### src/rtl/pll_reset_sequencer.sv
// PLL reset sequencer: drives the PLL reset, waits for a stable lock, then releases
// the SDRAM controller and core resets in order. Retries on lock timeout and tears down on lock loss.
module pll_reset_sequencer #(
    parameter int unsigned PLL_RST_CYCLES = 16,
    parameter int unsigned LOCK_TIMEOUT   = 1000000,
    parameter int unsigned LOCK_STABLE    = 1024,
    parameter int unsigned SDRAM_INIT     = 10000,
    parameter int unsigned CNT_W          = 24
) (
    input  logic       clk,
    input  logic       rst,
    input  logic       locked,
    input  logic       soft_rst,
    output logic       pll_rst,
    output logic       sdram_rst,
    output logic       core_rst,
    output logic       ready,
    output logic [7:0] relock_count,
    output logic [7:0] timeout_count
);

    typedef enum logic [2:0] {
        ST_PLL_RST,
        ST_WAIT_LOCK,
        ST_STABLE,
        ST_SDRAM_INIT,
        ST_RUN
    } state_t;

    state_t           state_q, state_d;
    logic [CNT_W-1:0] cnt_q, cnt_d;
    logic             cnt_inc;
    logic             locked_s1_q, locked_s2_q;
    logic             locked_s;
    logic [7:0]       relock_q, relock_d;
    logic [7:0]       timeout_q, timeout_d;
    logic             pll_rst_q, pll_rst_d;
    logic             sdram_rst_q, sdram_rst_d;
    logic             core_rst_q, core_rst_d;
    logic             ready_q, ready_d;
    logic             term_pll, term_timeout, term_stable, term_init;

    function automatic logic [7:0] sat_inc(input logic [7:0] v);
        return (v == '1) ? v : v + 8'd1;
    endfunction

    assign locked_s     = locked_s2_q;
    assign term_pll     = (cnt_q == CNT_W'(PLL_RST_CYCLES - 1));
    assign term_timeout = (cnt_q == CNT_W'(LOCK_TIMEOUT - 1));
    assign term_stable  = (cnt_q == CNT_W'(LOCK_STABLE - 1));
    assign term_init    = (cnt_q == CNT_W'(SDRAM_INIT - 1));

    always_comb begin
        state_d   = state_q;
        relock_d  = relock_q;
        timeout_d = timeout_q;
        // soft_rst outranks lock loss and every terminal in the same cycle
        if (soft_rst) begin
            state_d = ST_PLL_RST;
        end else begin
            unique case (state_q)
                ST_PLL_RST: begin
                    if (term_pll) state_d = ST_WAIT_LOCK;
                end
                ST_WAIT_LOCK: begin
                    if (locked_s) begin
                        state_d = ST_STABLE;
                    end else if (term_timeout) begin
                        state_d   = ST_PLL_RST;
                        timeout_d = sat_inc(timeout_q);
                    end
                end
                ST_STABLE: begin
                    if (!locked_s)        state_d = ST_WAIT_LOCK;
                    else if (term_stable) state_d = ST_SDRAM_INIT;
                end
                ST_SDRAM_INIT: begin
                    if (!locked_s) begin
                        state_d  = ST_WAIT_LOCK;
                        relock_d = sat_inc(relock_q);
                    end else if (term_init) begin
                        state_d = ST_RUN;
                    end
                end
                ST_RUN: begin
                    if (!locked_s) begin
                        state_d  = ST_WAIT_LOCK;
                        relock_d = sat_inc(relock_q);
                    end
                end
                default: state_d = ST_PLL_RST;
            endcase
        end

        // Held soft_rst re-enters PLL_RST, so the counter restarts every cycle
        cnt_inc = !soft_rst && (state_d == state_q);
        cnt_d   = cnt_inc ? cnt_q + CNT_W'(1) : '0;

        pll_rst_d   = 1'b0;
        sdram_rst_d = 1'b1;
        core_rst_d  = 1'b1;
        ready_d     = 1'b0;
        unique case (state_d)
            ST_PLL_RST:    pll_rst_d = 1'b1;
            ST_WAIT_LOCK,
            ST_STABLE:     ;
            ST_SDRAM_INIT: sdram_rst_d = 1'b0;
            ST_RUN: begin
                sdram_rst_d = 1'b0;
                core_rst_d  = 1'b0;
                ready_d     = 1'b1;
            end
            default:       pll_rst_d = 1'b1;
        endcase
    end

    always_ff @(posedge clk) begin
        if (rst) begin
            state_q     <= ST_PLL_RST;
            cnt_q       <= '0;
            locked_s1_q <= 1'b0;
            locked_s2_q <= 1'b0;
            relock_q    <= '0;
            timeout_q   <= '0;
            pll_rst_q   <= 1'b1;
            sdram_rst_q <= 1'b1;
            core_rst_q  <= 1'b1;
            ready_q     <= 1'b0;
        end else begin
            assert (!(cnt_inc && cnt_q == '1));
            state_q     <= state_d;
            cnt_q       <= cnt_d;
            locked_s1_q <= locked;
            locked_s2_q <= locked_s1_q;
            relock_q    <= relock_d;
            timeout_q   <= timeout_d;
            pll_rst_q   <= pll_rst_d;
            sdram_rst_q <= sdram_rst_d;
            core_rst_q  <= core_rst_d;
            ready_q     <= ready_d;
        end
    end

    assign pll_rst       = pll_rst_q;
    assign sdram_rst     = sdram_rst_q;
    assign core_rst      = core_rst_q;
    assign ready         = ready_q;
    assign relock_count  = relock_q;
    assign timeout_count = timeout_q;

endmodule
### config.mk
export PLATFORM = sky130hd
export DESIGN_NAME = pll_reset_sequencer
export DESIGN_NICKNAME = d
export VERILOG_FILES = /design/src/rtl/pll_reset_sequencer.sv
export SDC_FILE = /design/constraint.sdc
export NUM_CORES = 1
export LEC_CHECK = 0
export BUFFER_PORTS_ARGS = -buffer_cell sky130_fd_sc_hd__buf_2
export CAP_MARGIN = 25
export CORE_UTILIZATION = 55
export CTS_BUF_LIST = sky130_fd_sc_hd__clkbuf_8
export DETAILED_ROUTE_END_ITERATION = 7
export GPL_ROUTABILITY_DRIVEN = 0
export GPL_TIMING_DRIVEN = 1
export PLACE_DENSITY = 0.81
export SYNTH_ARGS = -nofsm -noshare
export SYNTH_HDL_FRONTEND = slang
export SYNTH_SLANG_ARGS = --single-unit
### constraint.sdc
create_clock -name clk -period 3.7 [get_ports clk]
set_clock_uncertainty 0.05 [all_clocks]
set_input_delay 0.185 -clock clk [delete_from_list [all_inputs] [get_ports clk]]
set_output_delay 0.185 -clock clk [all_outputs]
set_load 0.02 [all_outputs]
==> results of run 1 <==
==> cells in the mapped netlist (2+ instances only) <==
cell type,n
a21oi_1,10
a21oi_2,20
a31o_2,2
and3_1,6
and4_1,2
buf_12,2
buf_2,3
buf_6,2
clkbuf_1,7
dfxtp_1,49
ha_1,3
inv_1,5
mux2i_1,2
nand2_1,15
nand2_2,2
nand3_1,13
nand4_1,13
nor2_1,30
nor2b_1,5
nor3_1,12
nor4_1,2
nor4_4,3
o21ai_0,6
or3_1,3
xnor2_1,15
xor2_1,19
==> sequential cells by signal, indices dropped and copies added, names as in the netlist, 3 cells and up <==
signal,count
cnt_q,24
state_q,3
timeout_count,8
relock_count,8
==> metal layers <==
metal  up-vias  GRT usage, %  routed length, microns
met1       909         25.67                    2178
met5         -             0                       0
met3         6         3.924                     173
met4         0         7.333                      68
li1        992             -                       -
met2        39         33.01                    2129
==> worst max-delay path: stages (launching register included) <==
cell and delay (ns):
dfxtp_1 0.39, ha_1 0.20, and3_1 0.33, nand2_2 0.10
o311a_1 0.38, o2111ai_2 0.33, a21o_4 0.36, a21oi_2 0.10
==> layout make-up <==
| class | instances | area, sq um | share of cell area (%) |
|---|---|---|---|
| flip-flops and latches | 49 | 980.9 | 36.26 |
| clock inverters | 3 | 46.29 | 1.711 |
| well taps | 52 | 65.06 | 2.405 |
| multi-input cells | 203 | 1403 | 51.85 |
| clock buffers | 5 | 68.82 | 2.544 |
| inverters | 5 | 18.77 | 0.6938 |
| repair buffers | 24 | 122.6 | 4.533 |
==> report_power, final <==
group          switching (mW)  total, mW  internal [mW]
sequential            0.00249      0.531          0.529
combinational          0.0125     0.0182        0.00574
clock                   0.176      0.379          0.202
total                   0.191      0.928          0.737
==> path summary, 6_finish.rpt <==
kind / from / endpoint / slack, ns / depth (start not counted)
max: cnt_q[0] / cnt_q[3] / 1.33 / 7
min reg2reg: locked_s1_q / locked_s / 0.41 / 1
max reg2reg: cnt_q[0] / cnt_q[3] / 1.33 / 7
min: locked / locked_s1_q / 0.05 / 2
==> kinds of logic (layout without fill, tap and decap cells) <==
| logic type | count (synthesis) | in the layout |
|---|---|---|
| simple gates | 117 | 117 |
| flops | 49 | 49 |
| compound gates | 47 | 47 |
| xor+xnor | 34 | 34 |
| buf+inv | 21 | 37 |
| fa+ha+maj | 3 | 3 |
| mux | 2 | 2 |
==> run metrics, run 1 <==
status=completed; Synth Warn #=0; WL per Instance=13.34 microns; top cells by area, synth=dfxtp_1, a21oi_2, xor2_1; share of cells above drive strength 1=23.88%; Pwr Total=0.9282 mW; multiplexer area fraction after synthesis=0.7952%; syn nets=280; Critical Path RT=3.83 ns; starting density of the core=57.42%; hold_buf cts=0; clk_lat worst skew=0.30 ns; Slew @ Worst Pin=0.6222 ns; post-CTS resize count=0; wirelength, routed=4550 microns; design area=0.002705 sq mm; Core Footprint=0.004384 sq mm; sequential fraction of the synthesis area=38.97%; Max rail drop VDD=161.3 uV; final hold violations=0; # setup viols final=0; initial DRC count=106; CP endpoint kind=flip-flop; Port Buf Inserts=23; Synth Area in Adders=1.491%; setup bufs post-CTS=0; nets=295; dpl cell area=0.002590 sq mm; via count=1946; chip height=69.66 microns; post-route ant nets=0; Yosys top cell by area=dfxtp_1; Synth async-reset ratio=0%; IO Pins=24; Netlist cell types=48; global-route wire length before repair=7879 microns; clk root buf=clkbuf_8; die area=0.004852 sq mm; share of the synthesized area in the top cell type=38.97%; pwr dens=343.1 mW/mm^2; Mapped Cells=273; Inserted Diodes=0; total clock sinks=49; max-cap viol count=0; ys flop type=dfxtp_1; fillers=388; fmax=421.2 MHz; EDFF count, synth=0; final core utilization=61.70%; largest family of logic cells by synthesized area=simple AND/OR/NAND/NOR gates; total CTS buffers=5; Die W=69.66 microns; Critical Path AT=2.51 ns; GRT Overall Usage=19.89%; most frequent cells in the layout=dfxtp_1, nor2_1, buf_2; unrepaired setup endpoints after global routing=no; Rows=24; total grt overflow=0; Critical Path Fanout Max=20; Leak=0.9042 nW; Initial DRT Pass Iterations=4; simple-gate area share of the yosys netlist=26.89%; Slew Viols, Final=0; Inst Count DP=333; period utilization=64.16%; CP Launch Type=flip-flop; Max transition margin=58.46%; final worst slack=1.326 ns; pin count of the biggest net entering global routing=25; Final Critical Period=2.374 ns; number of H-tree levels=2; Min Hold Slack=0.05151 ns; commonest non-fill, non-tap cell in the layout=dfxtp_1; Clock transition at path regs=0.09 ns; post-synthesis area per instance=9.221 sq um; worst slack, placed=1.342 ns; Setup TNS=0 ns; Syn-to-layout area delta=7.455%; CTS tree=done; post-synthesis xor/xnor area fraction=11.83%; via count of the first global-routing pass=1831; non-filler cells, final=341; Detail Placement HPWL=3210 microns; Crit Path Class=flip-flop to flip-flop; DRC=0; Hold Crit Class=primary input to flip-flop; Clock Tree Buf Depth=2; antenna violations before repair=0; vias per cell=5.707; Yosys reg bits=49; Compound-Gate Fraction of Synth Area=14.71%; Mapped Area=0.002517 sq mm
No activity file was read; power rests on OpenSTA's default activity.
==> run 2, diff against run 1 <==
Settings changed: PLACE_DENSITY 0.81 to 0.84.
Clock period 3.7 ns to 2.1 ns, I/O delays scaled along.
==> run 2 against run 1 <==
Compared with the run above:
- cell count is 5.0% higher
- die area stayed put
- clock power is 40% higher
- register-to-register slack worse by 1.2 ns
- first-iteration DRC count is 23% lower
- fmax is 18% higher
- setup slack worse by 1.2 ns
- non-clock buffer count is 17 higher
- sequential power is 76% higher
- utilization is 4.0 points higher
- via count is 5.2% higher
- clock-buffer cell count stayed put
- largest cell class unchanged
- largest power group unchanged
==> run metrics, run 2 (same netlist as run 1, synthesis figures left out) <==
status=completed; FF-to-FF path depth=7; wirelength, routed=4765 microns; setup bufs post-CTS=0; Pwr Total=1.508 mW; sw frac=21.88%; clock power share=35.3%; share of cells above drive strength 1=30.07%; critical path, cell by cell=nor4_4, nand4_2, or3_4, a31oi_4, a21o_4, buf_12, a21oi_2; Largest Register=cnt_q; Syn-to-layout area delta=14.36%; Critical Path RT=2.24 ns; Crit Path Class=flip-flop to flip-flop; final hold violations=0; Clock Tree Buf Depth=2; max-cap viol count=0; max reg flops=24; IO Pins=24; dpl cell area=0.002735 sq mm; die area=0.004852 sq mm; Die W=69.66 microns; switching power=0.3300 mW; final core utilization=65.67%; CP Launch Type=flip-flop; non-filler cells, final=358; CP endpoint kind=flip-flop; met1 GRT Util=24.47%; internal power=1.178 mW; post-route ant nets=0; Hold Crit Class=primary input to flip-flop; Detail Placement HPWL=3482 microns; total clock sinks=49; Leak=0.9930 nW; reg2reg start=cnt_q[22]; number of H-tree levels=2; nets=312; CTS tree=done; clk_lat worst skew=0.30 ns; initial DRC count=82; # setup viols final=0; slowest CP cell=or3_4; Clock transition at path regs=0.09 ns; antenna violations before repair=0; total grt overflow=0; Max rail drop VDD=357.8 uV; Hold Startpoint=rst; pwr dens=523.9 mW/mm^2; period utilization=95.42%; Slew Viols, Final=0; Hold Path End=relock_count[4]; CP top delay family=simple AND/OR/NAND/NOR gates; via count=2047; DRC=0; Critical Path Fanout Max=16; Core Footprint=0.004384 sq mm; Final Critical Period=2.004 ns; commonest non-fill, non-tap cell in the layout=dfxtp_1; Setup TNS=0 ns; WL per Instance=13.31 microns; met3 Resource Use GR=4.360%; final worst slack=0.09617 ns; pin count of the biggest net entering global routing=25; Port Buf Inserts=23; Inserted Diodes=0; GR peak layer=met2; Max transition margin=73.78%; WHS Path Cells=2; total CTS buffers=5; clk root buf=clkbuf_8; vias per cell=5.718; setup slack, reg-to-reg=0.1 ns; Rows=24; global-route wire length before repair=8390 microns; starting density of the core=57.42%; via count of the first global-routing pass=1970; Min Hold Slack=0.1252 ns; Inst Count DP=349; Bufs and invs on worst path=1; fmax=499.0 MHz; Critical Path AT=2.14 ns; worst slack, placed=0.01330 ns; Slew @ Worst Pin=0.3927 ns; chip height=69.66 microns; Gate power share=2.7%; WP depth=7; Reg power frac=62.0%; most frequent cells in the layout=dfxtp_1, nor2_1, buf_2; met2 Use GR=37.76%; reg-to-reg endpoint=cnt_q[10]; CP max stage delay=0.38 ns; Initial DRT Pass Iterations=4; fillers=356; GRT Overall Usage=21.23%; design area=0.002879 sq mm
[run 2: cell count changes in the layout (fill, tap and decap cells not counted), sizes merged]
cell,delta
bufinv,-1
clkinv,+1
dlygate4sd3,+1
buf,+16
[run 2: power groups by stage]
| stage | Combinational (mW) | Sequential (mW) | Clock, mW |
|---|---|---|---|
| floorplan | 0.0296 | 0.956 | 0 |
| global placement | 0.0382 | 0.957 | 0 |
| detailed placement | 0.0386 | 0.957 | 0 |
| CTS | 0.0403 | 0.935 | 0.545 |
| global route | 0.0443 | 0.936 | 0.581 |
| finish | 0.0406 | 0.935 | 0.532 |
[run 2: worst max-delay path by stage]
stage | from | to | slack (ns)
after floorplan | cnt_q[0] | cnt_q[11] | 0.08
after global routing | cnt_q[1] | cnt_q[22] | -0.07
after CTS | cnt_q[21] | cnt_q[10] | 0.01
final | cnt_q[22] | cnt_q[10] | 0.1
after detailed placement | cnt_q[1] | cnt_q[14] | 0.01
after global placement | cnt_q[1] | cnt_q[19] | 0.08
[run 2: cell type report]
class | count | area (sq um) | share of cell area [%]
Multi-Input combinational cell | 203 | 1445 | 50.20
Inverter | 5 | 18.77 | 0.6519
Tap cell | 52 | 65.06 | 2.260
Clock buffer | 5 | 68.82 | 2.390
Timing Repair Buffer | 41 | 281.5 | 9.778
Clock inverter | 3 | 17.52 | 0.6084
Sequential cell | 49 | 982.2 | 34.12
[run 2: routing by layer]
metal / routed length (microns) / vias up
met5: 0 / -
met4: 87 / 0
met3: 150 / 11
met2: 2413 / 41
met1: 2114 / 966
li1: - / 1029
[run 2: repair_timing]
item	in CTS	in global routing
hold buffers	1	0
pin swaps	0	5
setup endpoints to repair	16	24
resized for setup	1	11
hold endpoints to repair	1	0
gates cloned	0	0
==> run 3, diff against run 2 <==
Settings changed: PLACE_DENSITY 0.84 to 0.81.
Clock period 2.1 ns to 2.25 ns, I/O delays scaled along.
==> run 3 against run 2 <==
Compared with the run above:
- total power is 5.0% lower
- cell count decreased by 1.4%
- routed wire length increased by 5.5%
- highest routed layer unchanged
- critical path depth unchanged
- sequential share of layout area increased by 0.77 points
- hold slack worse by 0.0077 ns
- flip-flop and latch count is the same
- critical path type unchanged
- first-iteration DRC count is 62% higher
- critical endpoint is now cnt_q[9]
- final area fell by 2.2%
- fmax fell by 8.3%
- clock-buffer cell count stayed put
==> run metrics, run 3 (same netlist as run 1, synthesis figures left out) <==
Port Buf Inserts=23; max reg flops=24; Critical Path Fanout Max=10; clock power share=36.5%; initial DRC count=133; internal power=1.102 mW; Core Footprint=0.004384 sq mm; share of cells above drive strength 1=27.24%; Initial DRT Pass Iterations=4; clk_lat worst skew=0.31 ns; via count=2037; max-cap viol count=0; Final Critical Period=2.185 ns; final worst slack=0.06501 ns; total clock sinks=49; total CTS buffers=5; die area=0.004852 sq mm; status=completed; starting density of the core=57.42%; Max transition margin=76.02%; Die W=69.66 microns; pwr dens=508.8 mW/mm^2; nets=307; via count of the first global-routing pass=1901; GRT Overall Usage=21.03%; CP Launch Type=flip-flop; CP endpoint kind=flip-flop; Critical Path AT=2.33 ns; DRC=0; fillers=345; Clock Tree Buf Depth=2; global-route wire length before repair=8314 microns; Leak=0.9433 nW; Detail Placement HPWL=3317 microns; Reg power frac=61.0%; pin count of the biggest net entering global routing=25; Gate power share=2.5%; Hold Crit Class=primary input to flip-flop; period utilization=97.11%; Critical Path RT=2.39 ns; post-route ant nets=0; commonest non-fill, non-tap cell in the layout=dfxtp_1; most frequent cells in the layout=dfxtp_1, nor2_1, buf_2; worst slack, placed=0.04861 ns; Slew Viols, Final=0; switching power=0.3308 mW; Crit Path Class=flip-flop to flip-flop; WL per Instance=14.25 microns; Largest Register=cnt_q; CTS tree=done; vias per cell=5.771; total grt overflow=0; Setup TNS=0 ns; Clock transition at path regs=0.09 ns; wirelength, routed=5029 microns; chip height=69.66 microns; number of H-tree levels=2; IO Pins=24; Rows=24; final hold violations=0; Inserted Diodes=0; Max rail drop VDD=246.9 uV; fmax=457.7 MHz; sw frac=23.10%; Syn-to-layout area delta=11.83%; # setup viols final=0; antenna violations before repair=0; Slew @ Worst Pin=0.3569 ns; clk root buf=clkbuf_8
## run 3: cell types whose count changed in the layout (fill, tap and decap cells not counted), sizes merged
cell and change:
clkinv -2, buf -7, clkinvlp +2, a21o +2
## run 3: critical path, stage by stage (launching register included)
cell and delay, ns:
dfxtp_1 0.36, ha_1 0.18, and3_1 0.29, nand2_2 0.10, or3_1 0.44, a31oi_4 0.31, a21o_4 0.28, a21oi_2 0.07
## run 3: power by group through the flow
stage / logic (mW) / clock network (mW) / registers (mW)
5_1_grt: 0.0401 / 0.565 / 0.874
3_5_place_dp: 0.0328 / 0 / 0.893
2_1_floorplan: 0.0276 / 0 / 0.892
6_report: 0.0358 / 0.523 / 0.873
4_1_cts: 0.0345 / 0.537 / 0.873
3_3_place_gp: 0.0330 / 0 / 0.893
## run 3: path summary, 6_finish.rpt
kind / to / from / depth (start not counted) / slack (ns)
worst min-delay path: timeout_count[4] / rst / 2 / 0.12
worst max register to register: cnt_q[9] / cnt_q[1] / 7 / 0.07
worst max-delay path: cnt_q[9] / cnt_q[1] / 7 / 0.07
worst min register to register: locked_s / locked_s1_q / 1 / 0.40
## run 3: cell type report
class	count	area (sq um)	share of cell area (%)
clock buffer	5	68.82	2.444
tap	52	65.06	2.311
timing repair buffer	34	203.9	7.244
sequential	49	982.2	34.89
clock inverter	3	22.52	0.8000
multi-input combinational	205	1454	51.64
inverter	5	18.77	0.6667
## run 3: timing repair
action                                  4_1_cts  5_1_grt
buffers inserted                              0        0
hold buffers                                  1        0
endpoints found under the hold margin         1        0
resized for setup                             0        7
endpoints found under the setup margin        0       24
## run 3: metal layers
metal	GRT usage [%]	vias up	share of wire (%)
met5	0	-	0
li1	-	1020	-
met2	34.63	48	48
met3	5.087	7	3.8
met4	8.889	0	1.2
met1	26.25	962	47
## run 3: per-stage QoR
step	util [%]	area (sq um)	hold WS (ns)	std cells	power, mW
final	64.21	2815	0.1175	353	1.432
after global routing	64.21	2815	0.1392	353	1.479
after CTS	62.93	2759	0.1091	351	1.445
after detailed placement	60.62	2658	0.2870	342	0.9261
after global placement	60.62	2658	0.2878	342	0.9264
after floorplan	-	2517	0.1907	273	0.9196
